`src/rtl/fsm_counter_param.sv`:
```
// Parametrised up/down sequencing counter with an IDLE/COUNT/PAUSE/DONE controller,
// a skip-to-SKIP_VAL jump and selectable wrap or stop-at-terminal behaviour.
module fsm_counter_param #(
  parameter int WIDTH     = 8,
  parameter int MAX_COUNT = 255,
  parameter int SKIP_VAL  = 5,
  parameter bit WRAP      = 1'b0
) (
  input  logic             clk,
  input  logic             rstn,        // active-high despite the name
  input  logic             start,
  input  logic             stop,
  input  logic             skip,
  input  logic             up_down,
  input  logic             load,
  input  logic [WIDTH-1:0] load_val,
  output logic [WIDTH-1:0] count_out,
  output logic             skip_taken,
  output logic             done,
  output logic             busy,
  output logic [1:0]       state_out
);

  typedef enum logic [1:0] {
    S_IDLE  = 2'b00,
    S_COUNT = 2'b01,
    S_PAUSE = 2'b10,
    S_DONE  = 2'b11
  } state_t;

  localparam logic [WIDTH-1:0] LP_MAX  = WIDTH'(MAX_COUNT);
  localparam logic [WIDTH-1:0] LP_SKIP = WIDTH'(SKIP_VAL);
  localparam logic [WIDTH-1:0] LP_ONE  = WIDTH'(1);

  state_t           r_state;
  state_t           w_state_nxt;
  logic [WIDTH-1:0] r_count;
  logic [WIDTH-1:0] w_count_nxt;
  logic             r_skip_taken;
  logic             w_skip_nxt;
  logic             r_done;
  logic             w_done_nxt;
  logic             r_busy;

  always_comb begin
    // NOTE: every output of this block gets a default first so no path can infer a latch.
    w_state_nxt = r_state;
    w_count_nxt = r_count;
    w_skip_nxt  = 1'b0;
    w_done_nxt  = 1'b0;
    case (r_state)
      S_IDLE: begin
        if (start) begin
          w_state_nxt = S_COUNT;
        end else if (load) begin
          w_count_nxt = (load_val > LP_MAX) ? LP_MAX : load_val;
        end
      end
      S_COUNT: begin
        if (stop) begin
          w_state_nxt = S_PAUSE;
        end else if (skip) begin
          w_count_nxt = LP_SKIP;
          w_skip_nxt  = 1'b1;
        end else if (up_down) begin
          if (r_count == LP_MAX) begin
            w_done_nxt = 1'b1;
            if (WRAP) w_count_nxt = '0;
            else      w_state_nxt = S_DONE;
          end else begin
            w_count_nxt = r_count + LP_ONE;
          end
        end else begin
          if (r_count == '0) begin
            w_done_nxt = 1'b1;
            if (WRAP) w_count_nxt = LP_MAX;
            else      w_state_nxt = S_DONE;
          end else begin
            w_count_nxt = r_count - LP_ONE;
          end
        end
      end
      S_PAUSE: begin
        if (start && !stop) w_state_nxt = S_COUNT;
      end
      S_DONE: begin
        // Restart reloads from the end the new direction counts away from.
        if (start) begin
          w_state_nxt = S_COUNT;
          w_count_nxt = up_down ? '0 : LP_MAX;
        end
      end
      default: w_state_nxt = S_IDLE;
    endcase
  end

  // NOTE: sequential state uses non-blocking assignments so all registers update together.
  always_ff @(posedge clk or posedge rstn) begin
    if (rstn) begin
      r_state      <= S_IDLE;
      r_count      <= '0;
      r_skip_taken <= 1'b0;
      r_done       <= 1'b0;
      r_busy       <= 1'b0;
    end else begin
      r_state      <= w_state_nxt;
      r_count      <= w_count_nxt;
      r_skip_taken <= w_skip_nxt;
      r_done       <= w_done_nxt;
      r_busy       <= (w_state_nxt == S_COUNT);
    end
  end

  assign count_out  = r_count;
  assign skip_taken = r_skip_taken;
  assign done       = r_done;
  assign busy       = r_busy;
  assign state_out  = r_state;

endmodule

```
`config.mk`:
```
export PLATFORM = sky130hd
export DESIGN_NAME = fsm_counter_param
export DESIGN_NICKNAME = d
export VERILOG_FILES = /design/src/rtl/fsm_counter_param.sv
export SDC_FILE = /design/constraint.sdc
export NUM_CORES = 1
export LEC_CHECK = 0
export CAP_MARGIN = 20
export CORE_ASPECT_RATIO = 1.1
export CORE_MARGIN = 2
export CORE_UTILIZATION = 38
export CTS_CLUSTER_DIAMETER = 200
export DETAILED_ROUTE_END_ITERATION = 6
export PLACE_DENSITY = 0.67
export SLEW_MARGIN = 10
export SYNTH_ARGS = -nofsm -noshare
export SYNTH_HDL_FRONTEND = slang
export SYNTH_SLANG_ARGS = --single-unit
```
`constraint.sdc`:
```
create_clock -name clk -period 5.4 [get_ports clk]
set_clock_uncertainty 0.05 [all_clocks]
set_input_delay 1.08 -clock clk [delete_from_list [all_inputs] [get_ports clk]]
set_output_delay 1.08 -clock clk [all_outputs]
set_load 0.02 [all_outputs]
```
# Word level (Yosys, flattened, before mapping)

Cells that the tools add are included.

Register bits after elaboration: 13
Bits of input ports: 15
Word-level logic and storage cells: 54
Output and inout bits: 13

Add/sub/neg operators: 2
Eq/ne operators: 11
Muxes and demuxes: 28
Reductions and logical operators: 7
Magnitude comparators: 1

Operator list:

| operator              | count |
|---|---|
| $mux W8               | 10 |
| $pmux W8 S3           | 1 |
| $mux W2               | 7 |
| $mux W1               | 9 |
| $add A8 B1 Y8 const B | 1 |
| $eq A8 B8 Y1 const B  | 1 |
| $gt A8 B8 Y1 const B  | 1 |
| $logic_not A8 Y1      | 1 |
| $ne A2 B2 Y1 const B  | 4 |
| $ne A4 B4 Y1 const B  | 2 |
| $sub A8 B1 Y8 const B | 1 |
| $reduce_and A7 Y1     | 1 |
| $pmux W2 S3           | 1 |
| $eq A2 B1 Y1 const B  | 2 |
| $eq A2 B2 Y1 const B  | 2 |
| $reduce_bool A3 Y1    | 1 |
| $logic_not A2 Y1      | 1 |
| $reduce_or A2 Y1      | 1 |
| $logic_and A1 B1 Y1   | 1 |
| $logic_not A1 Y1      | 1 |

# Logic depth before layout (Yosys ltp)

Gate-level depths: netlist (run 1).

Depth in word-level cells: 7
Mapped depth: 9
Gate-level depth less buffers: 8

# Worst setup path before layout (run 1)

Ideal clock, no wire load.

Kind: input-to-reg
Start: input port up_down
End: register r_count[7], in the netlist count_out[7]
Arrival time: 2.567 ns
Slack: 2.714 ns
Setup time: 0.069 ns
Path buffers: 0
Cell stages on the path: 8
Required time: 5.281 ns
Cell sequence: inv_1 > ha_1 > a21oi_1 > o211ai_1 > o41ai_2 > xnor2_1 > or4_1 > nand3_1

Longest elaborated chain between the ends: 4
Elaborated cells between the ends (all ways): 9
Classes of those cells: 2 x eq/ne; 6 x mux; 1 x reduce/logical

Ends and longest elaborated chain:

| item                 | line | text |
|---|---|---|
| start, declared      | 14   | `input logic up_down,` |
| $mux W8              | 65   | `end else if (up_down) begin` |
| $mux W8              | 62   | `end else if (skip) begin` |
| $mux W8              | 60   | `if (stop) begin` |
| $pmux W8 S3          | 51   | `case (r_state)` |
| end signal, assigned | 107  | `r_count <= w_count_nxt;` |
| end, declared        | 37   | `logic [WIDTH-1:0] r_count;` |

Several ways; a longest one is shown, not always the timed one. The select of a mux whose other input is x is not followed.
A chain may end at the register's enable or synchronous reset.

# Worst setup path after layout (run 1)

Ends and elaborated chain as after synthesis.

==> results of run 1 <==
worst reg2reg max path: cells and delay by family, from the launching register on:
| family | cells | cell delay (ns) |
|---|---|---|
| flops | 1 | 0.44 |
| simple gates | 5 | 1.30 |
| buf+inv | 1 | 0.09 |
| compound gates | 1 | 0.29 |
| fa+ha+maj | 1 | 0.31 |
metal layers:
metal  up-vias  track usage [%]  wire length [µm]
li1        537                -                 -
met1       520             26.1              1320
met2        24             30.4              1250
met3         2             3.00               137
met4         0             5.57                17
met5         -                0                 0
per-stage QoR:
stage          utilization [%]  worst slack (ns)
2_1_floorplan                -              2.71
3_3_place_gp              50.0              1.89
3_5_place_dp              50.0              1.81
4_1_cts                   50.9              2.09
5_1_grt                   50.9              1.88
6_report                  50.9              2.08
state kept, by name (all words and copies together) (netlist names):
register    count
state_out       2
count_out       8
skip_taken      1
busy            1
done            1
area by class of cell:
class / instances / area (µm²) / area share (%)
well taps: 33 / 41.3 / 2.95
inverters: 9 / 33.8 / 2.41
flip-flops and latches: 13 / 325 / 23.2
multi-input cells: 106 / 704 / 50.3
clock buffers: 4 / 26.3 / 1.88
repair buffers: 27 / 270 / 19.3
cell usage after synthesis (all sizes together) (3+ instances only):
| library cell | count |
|---|---|
| nor2b | 5 |
| or4 | 3 |
| nor2 | 12 |
| a221oi | 5 |
| ha | 11 |
| dfrtp | 13 |
| o21ai | 12 |
| inv | 9 |
| a21oi | 12 |
| nand2 | 10 |
| nor3 | 5 |
| nand3 | 6 |
| nand2b | 3 |
| xnor2 | 4 |
| nand4 | 4 |
cell families (layout without fill, tap and decap cells):
kind of cell,Yosys count,in the layout,share of synthesized area (%)
mux,2,2,1.83
flops,13,13,29.7
simple gates,50,50,23.1
fa+ha+maj,12,12,14.4
compound gates,38,38,21.9
xor+xnor,4,4,3.20
buf+inv,13,40,5.84
final timing paths:
| path | to | slack (ns) | cells after the start |
|---|---|---|---|
| max reg2reg | count_out[7] | 2.88 | 8 |
| min | count_out[5] | 0.60 | 2 |
| max in group asynchronous | count_out[3] | 3.87 | 2 |
| max | count_out[7] | 2.08 | 9 |
| min reg2reg | count_out[5] | 0.60 | 2 |
| min in group asynchronous | count_out[5] | 1.08 | 2 |
power by group through the flow:
stage / clock network, W / logic [W] / registers, W
finish: 0.0000611 / 0.000518 / 0.000213
global placement: 0 / 0.000504 / 0.000212
floorplan: 0 / 0.000328 / 0.000240
global route: 0.0000699 / 0.000580 / 0.000220
CTS: 0.0000640 / 0.000519 / 0.000210
detailed placement: 0 / 0.000518 / 0.000211
==> flow_results.org, run 1 <==
** Status
- The run finished with clean final reports.

** GRT
- Global routing used 19.0% of the available tracks.
- Global-route wire length before repair :: 4.50 mm
- Vias in the first global route :: 998
- The number of antenna violations at the first check in global routing was 0.
- After global routing the overflow that remains totals 0.
- Entering global routing, the biggest net connects 17 pins.

** Floorplanning
- Site row count :: 20
- The die is 55.2 µm wide.
- Height of the die :: 60.3 µm
- The floorplan step defined a die boundary enclosing 3320 µm².
- Count of boundary I/O pins :: 28
- Starting density of the core :: 39.7%
- Area inside the core boundary :: 2750 µm²

** CTS
- Worst-case clock buffer depth :: 2
- Clock Root Buffer :: clkbuf_4
- Buffers inserted to repair hold after CTS numbered 0.
- The number of setup buffers added after CTS is 0.
- Number of buffers created by CTS :: 3
- TritonCTS built the clock tree.
- The clock drives 13 sinks.
- Reg clk slew, reported paths :: 0.09 ns
- CTS built an H-tree with a depth of 1.
- Gates resized during post-CTS repair numbered 0.
- Clk_lat worst skew :: 0.28 ns

** Setup path
- Source of the worst register-to-register timing path :: state_out[1]
- STA classifies the critical path startpoint as a primary input.
- Critical path peak fanout :: 8
- Cell family with the largest share of critical-path delay :: buffers and inverters
- The worst setup path is captured at a flop.
- Largest stage delay, worst path :: 0.66 ns
- Slowest cell on crit path :: clkdlybuf4s50_1
- STA puts the critical path data arrival time at 3.49 ns.
- Cell Chain, Critical Path :: clkdlybuf4s50_1 -> inv_1 -> ha_1 -> a21oi_1 -> o211ai_1 -> o41ai_2 -> xnor2_1 -> or4_1 -> nand3_1
- Data required, critical path :: 5.57 ns
- The number of buffers and inverters on the critical path is 2.
- Tracing the worst setup path back leads to its startpoint at up_down.
- Worst setup path category :: primary input to flop

** STA
- Based on the critical path, the design can be clocked at up to 301 MHz.
- Setup repair after global routing left no endpoint under its margin.
- The worst pin sits at a relative slew slack of 59.2%.
- On the final layout, the worst hold slack is 0.598 ns.
- Setup violations remaining at the end of the flow were counted as 0.
- In the finished design, the share of the clock period the worst path needs comes to 61.5%.
- Transition at the pin with the smallest max-transition slack :: 0.610 ns
- The total count of max-transition violations in the final report is 0.
- After layout, the minimum clock period comes to 3.32 ns.
- Setup total negative slack :: 0 ns
- Number of hold violations in the final report :: 0

** Yosys
- Post-synth ARST share :: 100%
- Yosys mapped the design onto 30 distinct sky130hd cell types.
- Post-synth design cell area :: 1090 µm²
- Post-synthesis sequential element count :: 13
- Leading register cell type out of synthesis :: dfrtp_1
- Mean instance size in the synthesized netlist :: 8.28 µm²
- Summing the sequential cell areas from Yosys gives 29.7% of the chip area.
- Total number of yosys warnings :: 0
- Synthesis produced a netlist whose cell count is 132.
- Post-synth EDFFs :: 0
- Most area-hungry cell type in the Yosys netlist :: dfrtp_1
- The share of synthesized area in the top cell type comes to 29.7%.
- Syn Nets :: 159
- Ranked by total cell area, the synthesized netlist is headed by dfrtp_1 30%, ha_1 13%, a21oi_1 5.5%.

** Placed design
- In this run, placement finished with an instance count of 188.
- Placement-stage cell area :: 1380 µm²
- Number of buffer cells added on primary ports :: 27
- Placer's final routability congestion estimate :: 0.817
- Once detailed placement completed, the half-perimeter wirelength came to 2.09 mm.

** Finish
- Synthesis-to-layout area growth :: 28.1%
- Most used cells in the layout excluding fill and tap cells :: 27 x clkdlybuf4s50_1, 13 x dfrtp_1, 12 x nor2_1, 12 x a21oi_1
- Leaving out fill and tap cells, the most frequent cell in the layout is clkdlybuf4s50_1.
- Layout Nets :: 187
- Non-filler cells in the finished layout :: 192
- Filler Cell Count :: 289
- Diodes inserted :: 0
- In the final layout, the share of cells above drive strength 1 is 3.14%.
- Once layout is done, the placed cells without fillers occupy 1400 µm².

** Power and ir drop
- Power share of the combinational group :: 65.4%
- The internal portion of the total power is 0.000402 W.
- In this run the static leakage power is 0.592 nW.
- Per report_power, the clock group accounts for 7.7% of the total.
- Largest voltage drop on the vdd net :: 352 µV
- Registers are responsible for 26.9% of the overall power.
- Net switching is 49.2% of the power.
- NetSw :: 0.000389 W
- Power consumption :: 0.000792 W
- In this run the power density over the cells is 565 nW/µm².

** Hold path
- The startpoint identified for the worst hold timing path is count_out[5].
- The path class of the tightest hold or removal check is flop to flop.

** Detailed routing
- Ratio of routed vias to standard cells :: 5.64
- Count of TritonRoute iterations in the first routing pass :: 4
- After detailed routing, the average wire length per cell comes to 14.2 µm.
- The first routing iteration left 32 violations.
- In this run the remaining antenna-violating nets after routing total 0.
- For this run, design rule violations remaining after detail routing come to 0.
- For this block, the via count after detailed routing is 1083.
- WL final :: 2.72 mm

** Run
- Max-cap violations in this run came to 0.
(Power assumes the default switching activity.)
==> inputs of run 2 (changes only) <==
--- a/config.mk
+++ b/config.mk
@@ -11,7 +11,7 @@
 export CORE_UTILIZATION = 38
 export CTS_CLUSTER_DIAMETER = 200
 export DETAILED_ROUTE_END_ITERATION = 6
-export PLACE_DENSITY = 0.67
+export PLACE_DENSITY = 0.69
 export SLEW_MARGIN = 10
 export SYNTH_ARGS = -nofsm -noshare
 export SYNTH_HDL_FRONTEND = slang
==> constraint.sdc (replaced) <==
create_clock -name clk -period 2.7 [get_ports clk]
set_clock_uncertainty 0.05 [all_clocks]
set_input_delay 0.54 -clock clk [delete_from_list [all_inputs] [get_ports clk]]
set_output_delay 0.54 -clock clk [all_outputs]
set_load 0.02 [all_outputs]
==> run 2 against run 1 <==
Routed wire length grew 1.0%. Sequential power up 100%. Hold slack lost 0.074 ns. Critical path depth unchanged. Non-clock buffer count is 8 higher. Sequential share of layout area decreased by 0.95 points. Die area is the same. Worst setup slack lost 1.8 ns. Final cell count rose by 4.2%. Sequential cell count unchanged. Largest cell class unchanged. Highest routed layer unchanged. Total power grew 100%. Utilization is 2.2 points higher.
==> flow_results.org, run 2 (synthesis results as in run 1) <==
** STA
- Setup repair after global routing missed its margin :: false
- Relative slew margins :: 63.9%
- The total count of hold-check failures in the final report came to 0.
- Subtracting the final worst setup slack from the clock period gives 2.46 ns.
- For the pin with the worst max-slew slack, the measured transition is 0.540 ns.
- Max-slew violations :: 0
- Ratio of final minimum period to clock period :: 91.2%
- Hold is met by 0.524 ns.
- Setup violations remaining at the end of the flow were counted as 0.
- Derived from the worst setup path, the maximum achievable clock frequency is 406 MHz.

** Power and ir drop
- Int Pwr :: 0.000839 W
- The analysis attributes to cell leakage a power of 0.630 nW.
- Combinational cells account for 65.9% of the total power.
- Sequential cell fraction of total power :: 26.3%
- In this run switching power makes up 48.2% of total power.
- Clock share of power :: 7.9%
- Power density relative to cell area :: 1110 nW/µm²
- Largest voltage drop on the vdd net :: 589 µV
- The analysis attributes to net switching a power of 0.000781 W.

** Setup path
- Along the worst path, the maximum fanout reaches 5.
- R2R setup slack :: 0.51 ns
- Measured in cells, the most critical reg-to-reg path has a length of 7.
- The critical path contains buffers and inverters numbering 2 combined.
- STA classifies the critical path startpoint as a primary input.
- STA classifies the critical path endpoint as a flop.
- Critical register-to-register path endpoint :: count_out[7]
- STA puts the critical path data required time at 2.89 ns.
- The critical path in this run is classified as primary input to flop.
- In this run the critical register-to-register path is launched from state_out[1].
- Arrival time reported for the critical path endpoint :: 2.65 ns
- The largest single stage delay on the critical path is 0.48 ns.
- Traced cell by cell, the critical path runs through clkdlybuf4s50_1 -> inv_1 -> ha_1 -> a21oi_1 -> o211ai_1 -> o41ai_2 -> xnor2_1 -> or4_1 -> nand3_1.
- The slowest stage of the critical path is the clkdlybuf4s50_1 cell.
- In this design, the largest share of critical-path delay is due to compound AO/OA/AOI/OAI gates.

** Detailed routing
- Average routed wire per standard cell :: 13.8 µm
- WL final :: 2.75 mm
- The detail route stage leaves a number of antenna-violating nets equal to 0.
- After detailed routing, the number of remaining DRC violations is 0.
- The detailed router placed 1104 vias in this run.
- After the first detailed-routing iteration, the DRC count stood at 25.
- Ratio of routed vias to standard cells :: 5.52
- Count of TritonRoute iterations in the first routing pass :: 4

** CTS
- Clk sink count :: 13
- Worst-case clock buffer depth :: 2
- Number of gates resized after cts :: 0
- CTS placed an instance of clkbuf_4 at the clock tree root.
- Post-CTS Hold Buffers :: 0
- Reg clk slew, reported paths :: 0.10 ns
- Setup Fix Bufs, Post-CTS :: 0
- The number of clock buffers added by TritonCTS is 3.
- In this run the number of H-tree levels came out at 1.
- Clk_lat worst skew :: 0.29 ns
- TritonCTS built the clock tree.

** GRT
- Initial antenna violation count :: 0
- Overflow left after global routing :: 0
- Global-route wire length before repair :: 4.36 mm
- Pin count of the biggest net entering global routing :: 14
- The via count of the first global-routing pass was 986.
- Across every metal layer, demand over resource in global routing totals 18.3%.

** Finish
- Synthesis-to-layout area growth :: 33.6%
- Multi-input gate area in the final layout :: 704 µm²
- The register with the most flip-flops in the layout has 8 of them.
- Of the cells placed in the final design, the portion with a size suffix greater than 1 is 7.78%.
- Diodes inserted :: 0
- Most used cells in the layout excluding fill and tap cells :: 27 x clkdlybuf4s50_1, 13 x dfrtp_1, 12 x nor2_1, 12 x a21oi_1
- Leading cell type in the layout, fill and taps excluded :: clkdlybuf4s50_1
- At the end of the flow, the number of nets in the layout was 195.
- After filler insertion, the fill cell instance count of the layout stands at 267.
- In the final layout, flip-flops and latches occupy 325 µm².
- With fillers left out, the area of the finished cells amounts to 1460 µm².

** Placed design
- Placer's final routability congestion estimate :: 0.795
- Port buffering added 27 buffers.
- Placement-stage cell area :: 1440 µm²
- The wire-length estimate of the detail-placed layout is 2.18 mm.

** Floorplanning
- Count of boundary I/O pins :: 28
- Die Wd :: 55.2 µm
- In this run the vertical extent of the chip is 60.3 µm.
- Site row count :: 20
- Starting density of the core :: 39.7%
- Area inside the core boundary :: 2750 µm²
- The die covers 3320 µm².

** Status
- The run finished with clean final reports.

** Run
- Across the run, the number of max-cap violations was 0.

** Hold path
- Class of the tightest hold or removal check :: primary input to async pin
==> run 2: worst max path at each step <==
stage / from / endpoint / slack, ns / cells past startpoint
after floorplan: state_out[1] / count_out[7] / 0.50 / 8
after detailed placement: up_down / count_out[7] / -0.07 / 9
after global routing: up_down / count_out[7] / 0.09 / 9
after global placement: up_down / count_out[7] / -0.006 / 9
after CTS: up_down / count_out[7] / 0.23 / 9
final: up_down / count_out[7] / 0.24 / 9
==> run 2: per-stage QoR <==
stage               setup TNS (ns)  util, %  instances  setup slack (ns)  total power [W]
floorplan                        0        -        132             0.500          0.00114
global placement          -0.00629     52.1        196          -0.00629          0.00148
detailed placement         -0.0660     52.1        196           -0.0660          0.00150
CTS                              0     53.1        200             0.229          0.00163
global route                     0     53.1        200            0.0936          0.00176
finish                           0     53.1        200             0.239          0.00162
==> run 2: power by group through the flow <==
| stage | clock [W] | combinational (W) | sequential [W] |
|---|---|---|---|
| 3_3_place_gp | 0 | 0.00105 | 0.000426 |
| 3_5_place_dp | 0 | 0.00107 | 0.000429 |
| 2_1_floorplan | 0 | 0.000656 | 0.000481 |
| 6_report | 0.000128 | 0.00107 | 0.000426 |
| 5_1_grt | 0.000138 | 0.00118 | 0.000442 |
| 4_1_cts | 0.000130 | 0.00107 | 0.000424 |
==> run 2: cell type report <==
class	count	share of cell area, %
Timing Repair Buffer	35	22.6
Sequential cell	13	22.3
Tap cell	33	2.83
Multi-Input combinational cell	106	48.2
Clock buffer	4	1.80
Inverter	9	2.31
==> run 2: layer usage <==
metal  GRT usage, %  up-vias  share of wire (%)
li1               -      552                  -
met1           22.9      512                 44
met2           31.1       36                 48
met3           3.00        4                6.1
met4           6.62        0                1.6
met5              0        -                  0
